--- src/rtl/ex_mem_skid_stage.sv ---
// EX->MEM pipeline stage with ready/valid handshake and a 2-entry skid buffer.
// in_ready comes only from registered state, so MEM back-pressure never reaches EX combinationally.
module ex_mem_skid_stage #(
  parameter int unsigned DATA_W  = 32,
  parameter int unsigned RADDR_W = 5,
  parameter int unsigned CTRL_W  = 4
) (
  input  logic               clk,
  input  logic               reset,
  input  logic               in_valid,
  output logic               in_ready,
  input  logic [CTRL_W-1:0]  in_ctrl,
  input  logic [DATA_W-1:0]  in_alu_result,
  input  logic [DATA_W-1:0]  in_write_data,
  input  logic [RADDR_W-1:0] in_write_reg_addr,
  input  logic               flush,
  output logic               out_valid,
  input  logic               out_ready,
  output logic [CTRL_W-1:0]  out_ctrl,
  output logic [DATA_W-1:0]  out_alu_result,
  output logic [DATA_W-1:0]  out_write_data,
  output logic [RADDR_W-1:0] out_write_reg_addr,
  output logic [1:0]         occupancy
);

  logic               r_main_valid;
  logic               r_skid_valid;
  logic [CTRL_W-1:0]  r_main_ctrl;
  logic [DATA_W-1:0]  r_main_alu;
  logic [DATA_W-1:0]  r_main_wdata;
  logic [RADDR_W-1:0] r_main_waddr;
  logic [CTRL_W-1:0]  r_skid_ctrl;
  logic [DATA_W-1:0]  r_skid_alu;
  logic [DATA_W-1:0]  r_skid_wdata;
  logic [RADDR_W-1:0] r_skid_waddr;

  logic w_accept;
  logic w_consume;
  logic w_load_main_in;
  logic w_load_skid;
  logic w_promote;
  logic w_main_valid_nxt;
  logic w_skid_valid_nxt;

  assign in_ready  = ~r_skid_valid & ~reset;
  assign out_valid = r_main_valid;
  assign w_accept  = in_valid & in_ready;
  assign w_consume = r_main_valid & out_ready;

  // Occupancy control: skid is only ever valid while main is valid.
  always_comb begin
    w_load_main_in   = 1'b0;
    w_load_skid      = 1'b0;
    w_promote        = 1'b0;
    w_main_valid_nxt = r_main_valid;
    w_skid_valid_nxt = r_skid_valid;
    if (flush) begin
      w_main_valid_nxt = 1'b0;
      w_skid_valid_nxt = 1'b0;
    end else if (r_skid_valid) begin
      if (w_consume) begin
        w_promote        = 1'b1;
        w_skid_valid_nxt = 1'b0;
      end
    end else if (r_main_valid) begin
      if (w_accept && w_consume) begin
        w_load_main_in = 1'b1;
      end else if (w_accept) begin
        w_load_skid      = 1'b1;
        w_skid_valid_nxt = 1'b1;
      end else if (w_consume) begin
        w_main_valid_nxt = 1'b0;
      end
    end else if (w_accept) begin
      w_load_main_in   = 1'b1;
      w_main_valid_nxt = 1'b1;
    end
  end

  always_ff @(posedge clk or posedge reset) begin
    if (reset) begin
      r_main_valid <= 1'b0;
      r_skid_valid <= 1'b0;
    end else begin
      r_main_valid <= w_main_valid_nxt;
      r_skid_valid <= w_skid_valid_nxt;
    end
  end

  // Head slot: loads from EX directly or from the skid slot as it drains.
  always_ff @(posedge clk or posedge reset) begin
    if (reset) begin
      r_main_ctrl  <= '0;
      r_main_alu   <= '0;
      r_main_wdata <= '0;
      r_main_waddr <= '0;
    end else if (w_load_main_in) begin
      r_main_ctrl  <= in_ctrl;
      r_main_alu   <= in_alu_result;
      r_main_wdata <= in_write_data;
      r_main_waddr <= in_write_reg_addr;
    end else if (w_promote) begin
      r_main_ctrl  <= r_skid_ctrl;
      r_main_alu   <= r_skid_alu;
      r_main_wdata <= r_skid_wdata;
      r_main_waddr <= r_skid_waddr;
    end
  end

  always_ff @(posedge clk or posedge reset) begin
    if (reset) begin
      r_skid_ctrl  <= '0;
      r_skid_alu   <= '0;
      r_skid_wdata <= '0;
      r_skid_waddr <= '0;
    end else if (w_load_skid) begin
      r_skid_ctrl  <= in_ctrl;
      r_skid_alu   <= in_alu_result;
      r_skid_wdata <= in_write_data;
      r_skid_waddr <= in_write_reg_addr;
    end
  end

  // Bubbles never carry mem_write/reg_write; data fields simply hold.
  assign out_ctrl           = r_main_ctrl & {CTRL_W{r_main_valid}};
  assign out_alu_result     = r_main_alu;
  assign out_write_data     = r_main_wdata;
  assign out_write_reg_addr = r_main_waddr;
  assign occupancy          = {r_skid_valid, r_main_valid & ~r_skid_valid};

endmodule

--- config.mk ---
export PLATFORM = sky130hd
export DESIGN_NAME = ex_mem_skid_stage
export DESIGN_NICKNAME = d
export VERILOG_FILES = /design/src/rtl/ex_mem_skid_stage.sv
export SDC_FILE = /design/constraint.sdc
export NUM_CORES = 1
export LEC_CHECK = 0
export BUFFER_PORTS_ARGS = -buffer_cell sky130_fd_sc_hd__buf_2
export CAP_MARGIN = 40
export CORE_MARGIN = 10
export CORE_UTILIZATION = 60
export CTS_BUF_LIST = sky130_fd_sc_hd__clkbuf_8
export CTS_CLUSTER_DIAMETER = 30
export CTS_CLUSTER_SIZE = 12
export DETAILED_ROUTE_END_ITERATION = 10
export PLACE_DENSITY = 0.9
export SLEW_MARGIN = 15
export SYNTH_ARGS = -nofsm -noshare
export SYNTH_HDL_FRONTEND = slang
export SYNTH_SLANG_ARGS = --single-unit
--- constraint.sdc ---
create_clock -name clk -period 9.05 [get_ports clk]
set_input_delay 1.81 -clock clk [delete_from_list [all_inputs] [get_ports clk]]
set_output_delay 1.81 -clock clk [all_outputs]
set_load 0.005 [all_outputs]
Word-level counts from Yosys, hierarchy flattened
Index checks and enable logic that the tools add are counted.

Equal/unequal tests: 1. Mux-type cells: 28. Bitwise operators: 7. Reduce and logical (&&, ||, !) cells: 2.

Operator list (number): $mux W32 (4); $mux W1 (20); $mux W5 (2); $mux W4 (2); $and A1 B1 Y1 (4); $and A4 B4 Y4 (1); $ne A2 B2 Y1 const B (1); $not A1 Y1 (2); $reduce_bool A2 Y1 (1); $logic_and A1 B1 Y1 (1).

Register bits after elaboration: 148. Output and inout port bits: 77. Word-level logic and storage cells: 48.

Longest topological paths before layout
Gate-level depths: netlist of the first run.

Depth after elaboration: 9. Mapped depth: 6. Mapped depth without buffers: 3.

Worst setup path before layout of the first run
No wires, ideal clock.

Kind: input to register. Start: input port reset. End: register r_skid_valid. Library setup time: 102 ps. Data arrival time: 5412 ps. Slack: 3535 ps. Stages: 3. Cells stage by stage: inv_1 a31oi_1 a211oi_1.

Longest elaborated chain between the ends: 8.

Ends and longest elaborated chain: start: declaration (line 9) `input logic reset,`; $not A1 Y1 (*) (line 45) `assign in_ready = ~r_skid_valid & ~reset;`; $and A1 B1 Y1 (*) (line 45); $and A1 B1 Y1 (*) (line 47) `assign w_accept = in_valid & in_ready;`; $mux W1 / $logic_and A1 B1 Y1 (equally long branches) (line 68, 66); $mux W1 (*) (line 66) `if (w_accept && w_consume) begin`; $mux W1 (*) (line 65) `end else if (r_main_valid) begin`; $mux W1 (*) (line 60) `end else if (r_skid_valid) begin`; $mux W1 (*) (line 57) `if (flush) begin`; net w_skid_valid_nxt (line 43) `logic w_skid_valid_nxt;`; end signal: assignment (line 86) `r_skid_valid <= w_skid_valid_nxt;`; end: declaration (line 27) `logic r_skid_valid;`.

Mark *: on every way through the listed nets, which the timed path passes. The rest lies on a longest branch. A chain may end at the register's enable or synchronous reset.

Worst setup path in the final report of the first run
Start: input port reset. End: output port in_ready.

Longest elaborated chain between the ends: 2.

Ends and longest elaborated chain: $not A1 Y1 (line 45); $and A1 B1 Y1 (line 45); end: declaration (line 11) `output logic in_ready,`.

No other way between the ends.

==> metrics.yaml, run 1 <==
status:
  status: "finished, final reports clean"
grt:
  grt_pass1_vias: 4289
  grt_pass1_wl_um: 21700
  grt_max_degree: 73
  grt.total_usage_pct: 17.3
  overflow: 0
  antenna_found_initial: 0
yosys:
  ys_warn_count: 0
  synth_common_cells: "mux2_2, dfrtp_1, buf_6"
  synth.area.top_cells: "dfrtp_1, mux2_2, buf_6, clkbuf_8, and2_1"
  synth.most_common_cell: "mux2_2"
  synth.avg_cell_area_um2: 16.1
  syn_area_mm2: 0.00658
  synth_edf_count: 0
  synth-seq-area-share_pct: 56.3
  synth_cell_types: 18
  yosys_register_bits: 148
  synth_cells: 409
  async_reset_ff_share_pct: 100
  synth_flop_cell: "dfrtp_1"
  syn_nets: 487
  synth.top_cell.area_share_pct: 56.3
  synth_top_area_cell: "dfrtp_1"
clocking:
  cts_inserted_buffers: 17
  clockRootBuffer: "clkbuf_8"
  cts_tree: "built"
  post_cts_buffers: 0
  cts_resized: 0
  path_clk_slew_ps: 70
  worstSkewPairLatency_ps: 440
  cts.sinks: 148
  htreeDepth: 4
  ctsLongestPathBuffers: 2
  hold_buffers: 0
worst_hold_path:
  worstHoldPathType: "register to register"
sta:
  rsz0062_at_grt: "no"
  worst-slew-pin-transition_ps: 815
  setup_viol: 0
  slew_headroom_pct: 45.5
  period_minus_slack_ps: 4010
  drv_slew: 0
  fmax_ghz: 0.249
  min_period_over_period_pct: 44.4
  fin_tns_setup_ps: 0
  skew_ps: 7.43
  fin_hold_ws_ps: 501
  hold_viol: 0
place:
  dp_cells: 686
  placed_cell_area_mm2: 0.00736
  port_buffers: 154
  gp_congestion: 0.720
  dp_hpwl_um: 9520
detailed_routing:
  wire_per_inst_um: 18.9
  ant_nets: 0
  wl_um: 13500
  drt_pass1_iterations: 4
  via_per_inst: 5.37
  route.detailed.drc: 0
  detail_route.iter0.violations: 212
  vias: 3847
die:
  chipHeight_um: 125
  die_x_um: 125
  rows: 38
  dieArea_mm2: 0.0156
  io_pins: 155
  core-area_mm2: 0.0108
  initial_core_util_pct: 61.0
critical_path:
  start_kind: "primary input"
  crit_path_end_kind: "output pin"
  cp.arrival_ps: 2200
  critPathRequiredTime_ps: 7240
  crit_type: "primary input to output pin"
  path_max_fanout: 3
power_and_ir_drop:
  power_mw: 1.72
  power_frac_comb_pct: 18.6
  p_leak_nw: 3.85
  power_switching_mw: 0.410
  ir_worst_vdd_v: 0.000148
  pwr-share-clk_pct: 32.4
  seqPwrFrac_pct: 49.0
  p_per_area_mw_per_mm2: 221
  internal_power_mw: 1.31
  p_sw_share_pct: 23.8
layout:
  stdcell_area_mm2: 0.00780
  fin_cells: 717
  diodes: 0
  area_delta_synth_final_pct: 18.6
  drive_gt1_share_pct: 71.9
  nets: 643
flow_run:
  drv_cap: 0
-- through the flow --
step	utilization (%)	setup slack (ps)
3_5_place_dp	68.2	5030
4_1_cts	72.3	5030
5_1_grt	72.3	4970
6_report	72.3	5040
2_1_floorplan	-	3240
3_3_place_gp	67.5	5020
-- area by class of cell --
type / count / area, um2
Sequential cell: 148 / 3700
Clock inverter: 10 / 153
Fill cell: 717 / 2990
Tap cell: 140 / 175
Inverter: 3 / 16.3
Clock buffer: 21 / 289
Multi-Input combinational cell: 234 / 2590
Timing Repair Buffer: 161 / 876
-- layout by cell type (no fill, tap or decap), types with 2 or more instances in the layout --
| cell | synthesis | layout |
|---|---|---|
| mux2_2 | 219 | 219 |
| buf_2 | 1 | 154 |
| dfrtp_1 | 148 | 148 |
| clkbuf_8 | 8 | 21 |
| clkinv_2 | 0 | 5 |
| and2_1 | 4 | 4 |
| bufinv_16 | 0 | 4 |
| buf_4 | 1 | 4 |
| inv_1 | 3 | 2 |
| nor2_1 | 2 | 2 |
| buf_16 | 0 | 2 |
-- layer usage --
layer  wire length [um]  vias to the layer above  GRT usage (%)
li1                   -                     1784              -
met1               5430                     1940           19.3
met2               6950                      105           29.4
met3                945                       18           6.55
met4                200                        0           6.58
met5                  0                        -              0
-- critical path, stage by stage --
cell	delay [ps]
buf_2	140
nor2_1	120
buf_2	130
-- power by group through the flow --
stage / logic [mW] / registers (mW) / clock network, mW
global placement: 0.306 / 0.846 / 0
detailed placement: 0.327 / 0.857 / 0
global route: 0.354 / 0.859 / 0.594
finish: 0.321 / 0.844 / 0.558
floorplan: 0.191 / 0.850 / 0
CTS: 0.329 / 0.845 / 0.571
-- logic make-up after synthesis --
logic type	count (synthesis)	share of synthesized area [%]
compound gates	5	0.494
buf+inv	27	4.43
flops	148	56.3
mux	219	37.5
simple gates	10	1.31
-- path summary, 6_finish.rpt --
kind	startpoint	end	slack [ps]	depth (start not counted)
min reg2reg	r_skid_waddr[0]	r_skid_waddr[0]	500	1
max reg2reg	out_valid	out_write_data[15]	6500	4
min in group asynchronous	reset	out_alu_result[27]	1480	2
max in group asynchronous	reset	r_skid_wdata[31]	6480	4
min	r_skid_waddr[0]	r_skid_waddr[0]	500	1
max	reset	in_ready	5040	3
-- registers in the layout, indices dropped and copies added, names as in the netlist --
name,count
out_alu_result,32
out_valid,1
out_write_data,32
out_write_reg_addr,5
r_main_ctrl,4
r_skid_alu,32
r_skid_ctrl,4
r_skid_valid,1
r_skid_waddr,5
r_skid_wdata,32
Power figures use the tool's default switching activity.
==> inputs of run 2 (changes only) <==
--- a/config.mk
+++ b/config.mk
@@ -8,12 +8,12 @@
 export BUFFER_PORTS_ARGS = -buffer_cell sky130_fd_sc_hd__buf_2
 export CAP_MARGIN = 40
 export CORE_MARGIN = 10
-export CORE_UTILIZATION = 60
+export CORE_UTILIZATION = 50
 export CTS_BUF_LIST = sky130_fd_sc_hd__clkbuf_8
 export CTS_CLUSTER_DIAMETER = 30
 export CTS_CLUSTER_SIZE = 12
 export DETAILED_ROUTE_END_ITERATION = 10
-export PLACE_DENSITY = 0.9
+export PLACE_DENSITY = 0.8
 export SLEW_MARGIN = 15
 export SYNTH_ARGS = -nofsm -noshare
 export SYNTH_HDL_FRONTEND = slang
==> constraint.sdc (replaced) <==
create_clock -name clk -period 3.5 [get_ports clk]
set_input_delay 0.7 -clock clk [delete_from_list [all_inputs] [get_ports clk]]
set_output_delay 0.7 -clock clk [all_outputs]
set_load 0.005 [all_outputs]
==> run 2 against run 1 <==
Effect of this change: critical path depth grew 1; sequential share of layout area grew 0.27 points; clock power grew 130%; critical path type is now register to register; critical endpoint is now r_skid_alu[27]; largest cell class unchanged; largest power group unchanged.
==> metrics.yaml, run 2 (synthesis gave the netlist of run 1 again) <==
detailed_routing:
  route.detailed.drc: 0
  wire_per_inst_um: 17.7
  wl_um: 13200
  vias: 3845
  via_per_inst: 5.15
  ant_nets: 0
  drt_pass1_iterations: 4
  detail_route.iter0.violations: 145
sta:
  rsz0062_at_grt: "no"
  min_period_over_period_pct: 64.3
  skew_ps: 7.97
  drv_slew: 0
  worst-slew-pin-transition_ps: 757
  fin_tns_setup_ps: 0
  hold_viol: 0
  slew_headroom_pct: 49.5
  period_minus_slack_ps: 2250
  setup_viol: 0
  setup_slack_ps: 1250
  fmax_ghz: 0.444
critical_path:
  cpPeakStageDelay_ps: 490
  timing.rr.end: "r_skid_alu[27]"
  cp.arrival_ps: 2590
  crit_path_top_delay_cell: "dfrtp_1"
  start_kind: "register"
  critPathRequiredTime_ps: 3840
  crit_type: "register to register"
  crit_chain: "nor4b_4 -> nand3_4 -> buf_12 -> mux2_2"
  timing.rr.start: "r_skid_valid"
  r2r_slack_ps: 1250
  r2r.worst_path.cells: 4
  startpoint: "r_skid_valid"
  crit_buf_inv: 1
  cpLargestDelayFamily: "simple AND/OR/NAND/NOR gates"
  path_max_fanout: 41
  crit_path_end_kind: "register"
layout:
  area_delta_synth_final_pct: 18.0
  filler_cell_count: 1020
  nets: 643
  layout_commonest_cell: "mux2_2"
  layout_common_cells: "mux2_2, buf_2, dfrtp_1"
  drive_gt1_share_pct: 71.7
  diodes: 0
  multi_input_area_mm2: 0.00259
  seqCellArea_mm2: 0.00370
power_and_ir_drop:
  ir_worst_vdd_v: 0.000318
  p_leak_nw: 3.80
  p_per_area_mw_per_mm2: 553
clocking:
  hold_buffers: 0
  cts.sinks: 148
  cts_inserted_buffers: 17
  cts_resized: 0
  worstSkewPairLatency_ps: 450
  clockRootBuffer: "clkbuf_8"
  post_cts_buffers: 0
  htreeDepth: 4
  cts_tree: "built"
  path_clk_slew_ps: 80
  ctsLongestPathBuffers: 2
die:
  initial_core_util_pct: 51.5
  chipHeight_um: 135
  dieArea_mm2: 0.0181
  rows: 41
  core-area_mm2: 0.0128
  io_pins: 155
  die_x_um: 135
grt:
  grt_pass1_vias: 4461
  antenna_found_initial: 2
  overflow: 0
  grt_pass1_wl_um: 21900
  grt_max_degree: 88
  grt.total_usage_pct: 15.2
worst_hold_path:
  worstHoldPathType: "primary input to asynchronous set/reset pin"
place:
  gp_congestion: 0.727
  port_buffers: 154
  dpl_worst_slack_ps: 924
  dp_hpwl_um: 9360
status:
  status: "finished, final reports clean"
flow_run:
  drv_cap: 0
==> run 2: changes by cell type in the layout (fill, tap and decap cells not counted), sizes merged <==
cell      change
bufinv        -1
clkbuf        -3
clkinv        +1
clkinvlp      +1
==> run 2: worst max path at each step <==
stage	end	cells past startpoint
after floorplan	r_skid_valid	3
after global placement	r_skid_alu[23]	5
after detailed placement	r_skid_alu[24]	5
after CTS	r_skid_alu[24]	4
after global routing	r_skid_alu[24]	4
final	r_skid_alu[27]	4
==> run 2: report_power, final <==
part / internal (mW) / switching [mW] / total, mW / leakage [nW]
logic: 0.520 / 0.295 / 0.815 / 1.75
clock network: 0.704 / 0.593 / 1.30 / 0.201
registers: 2.03 / 0.152 / 2.18 / 1.86
total: 3.25 / 1.04 / 4.29 / 3.80
==> run 2: area by class of cell <==
type,instances,share of cell area (%)
clock buffer,18,3.19
clock inverter,11,1.79
tap,172,2.77
multi-input combinational,234,33.4
inverter,3,0.193
sequential,148,47.7
timing repair buffer,161,10.9
==> run 2: worst reg2reg max path, cell delays in order, from the launching register on <==
cell     delay (ps)
dfrtp_1         490
nor4b_4         450
nand3_4         470
buf_12          410
mux2_2          320
==> run 2: layer usage <==
| layer | GRT usage [%] | wire (um) |
|---|---|---|
| met1 | 16.2 | 5290 |
| met5 | 0 | 32 |
| met2 | 25.4 | 6510 |
| met4 | 5.50 | 189 |
| met3 | 7.75 | 1190 |
==> run 2: metrics by stage <==
step                      hold WS, ps  power, mW  std cells  utilization, %  area, um2
after detailed placement          490       3.05        718            57.7       7370
after CTS                         412       4.37        747            60.8       7760
final                             412       4.29        747            60.8       7760
after floorplan                   475       2.69        409               -       6580
after global placement            483       2.99        718            57.7       7370
after global routing              429       4.54        747            60.8       7760
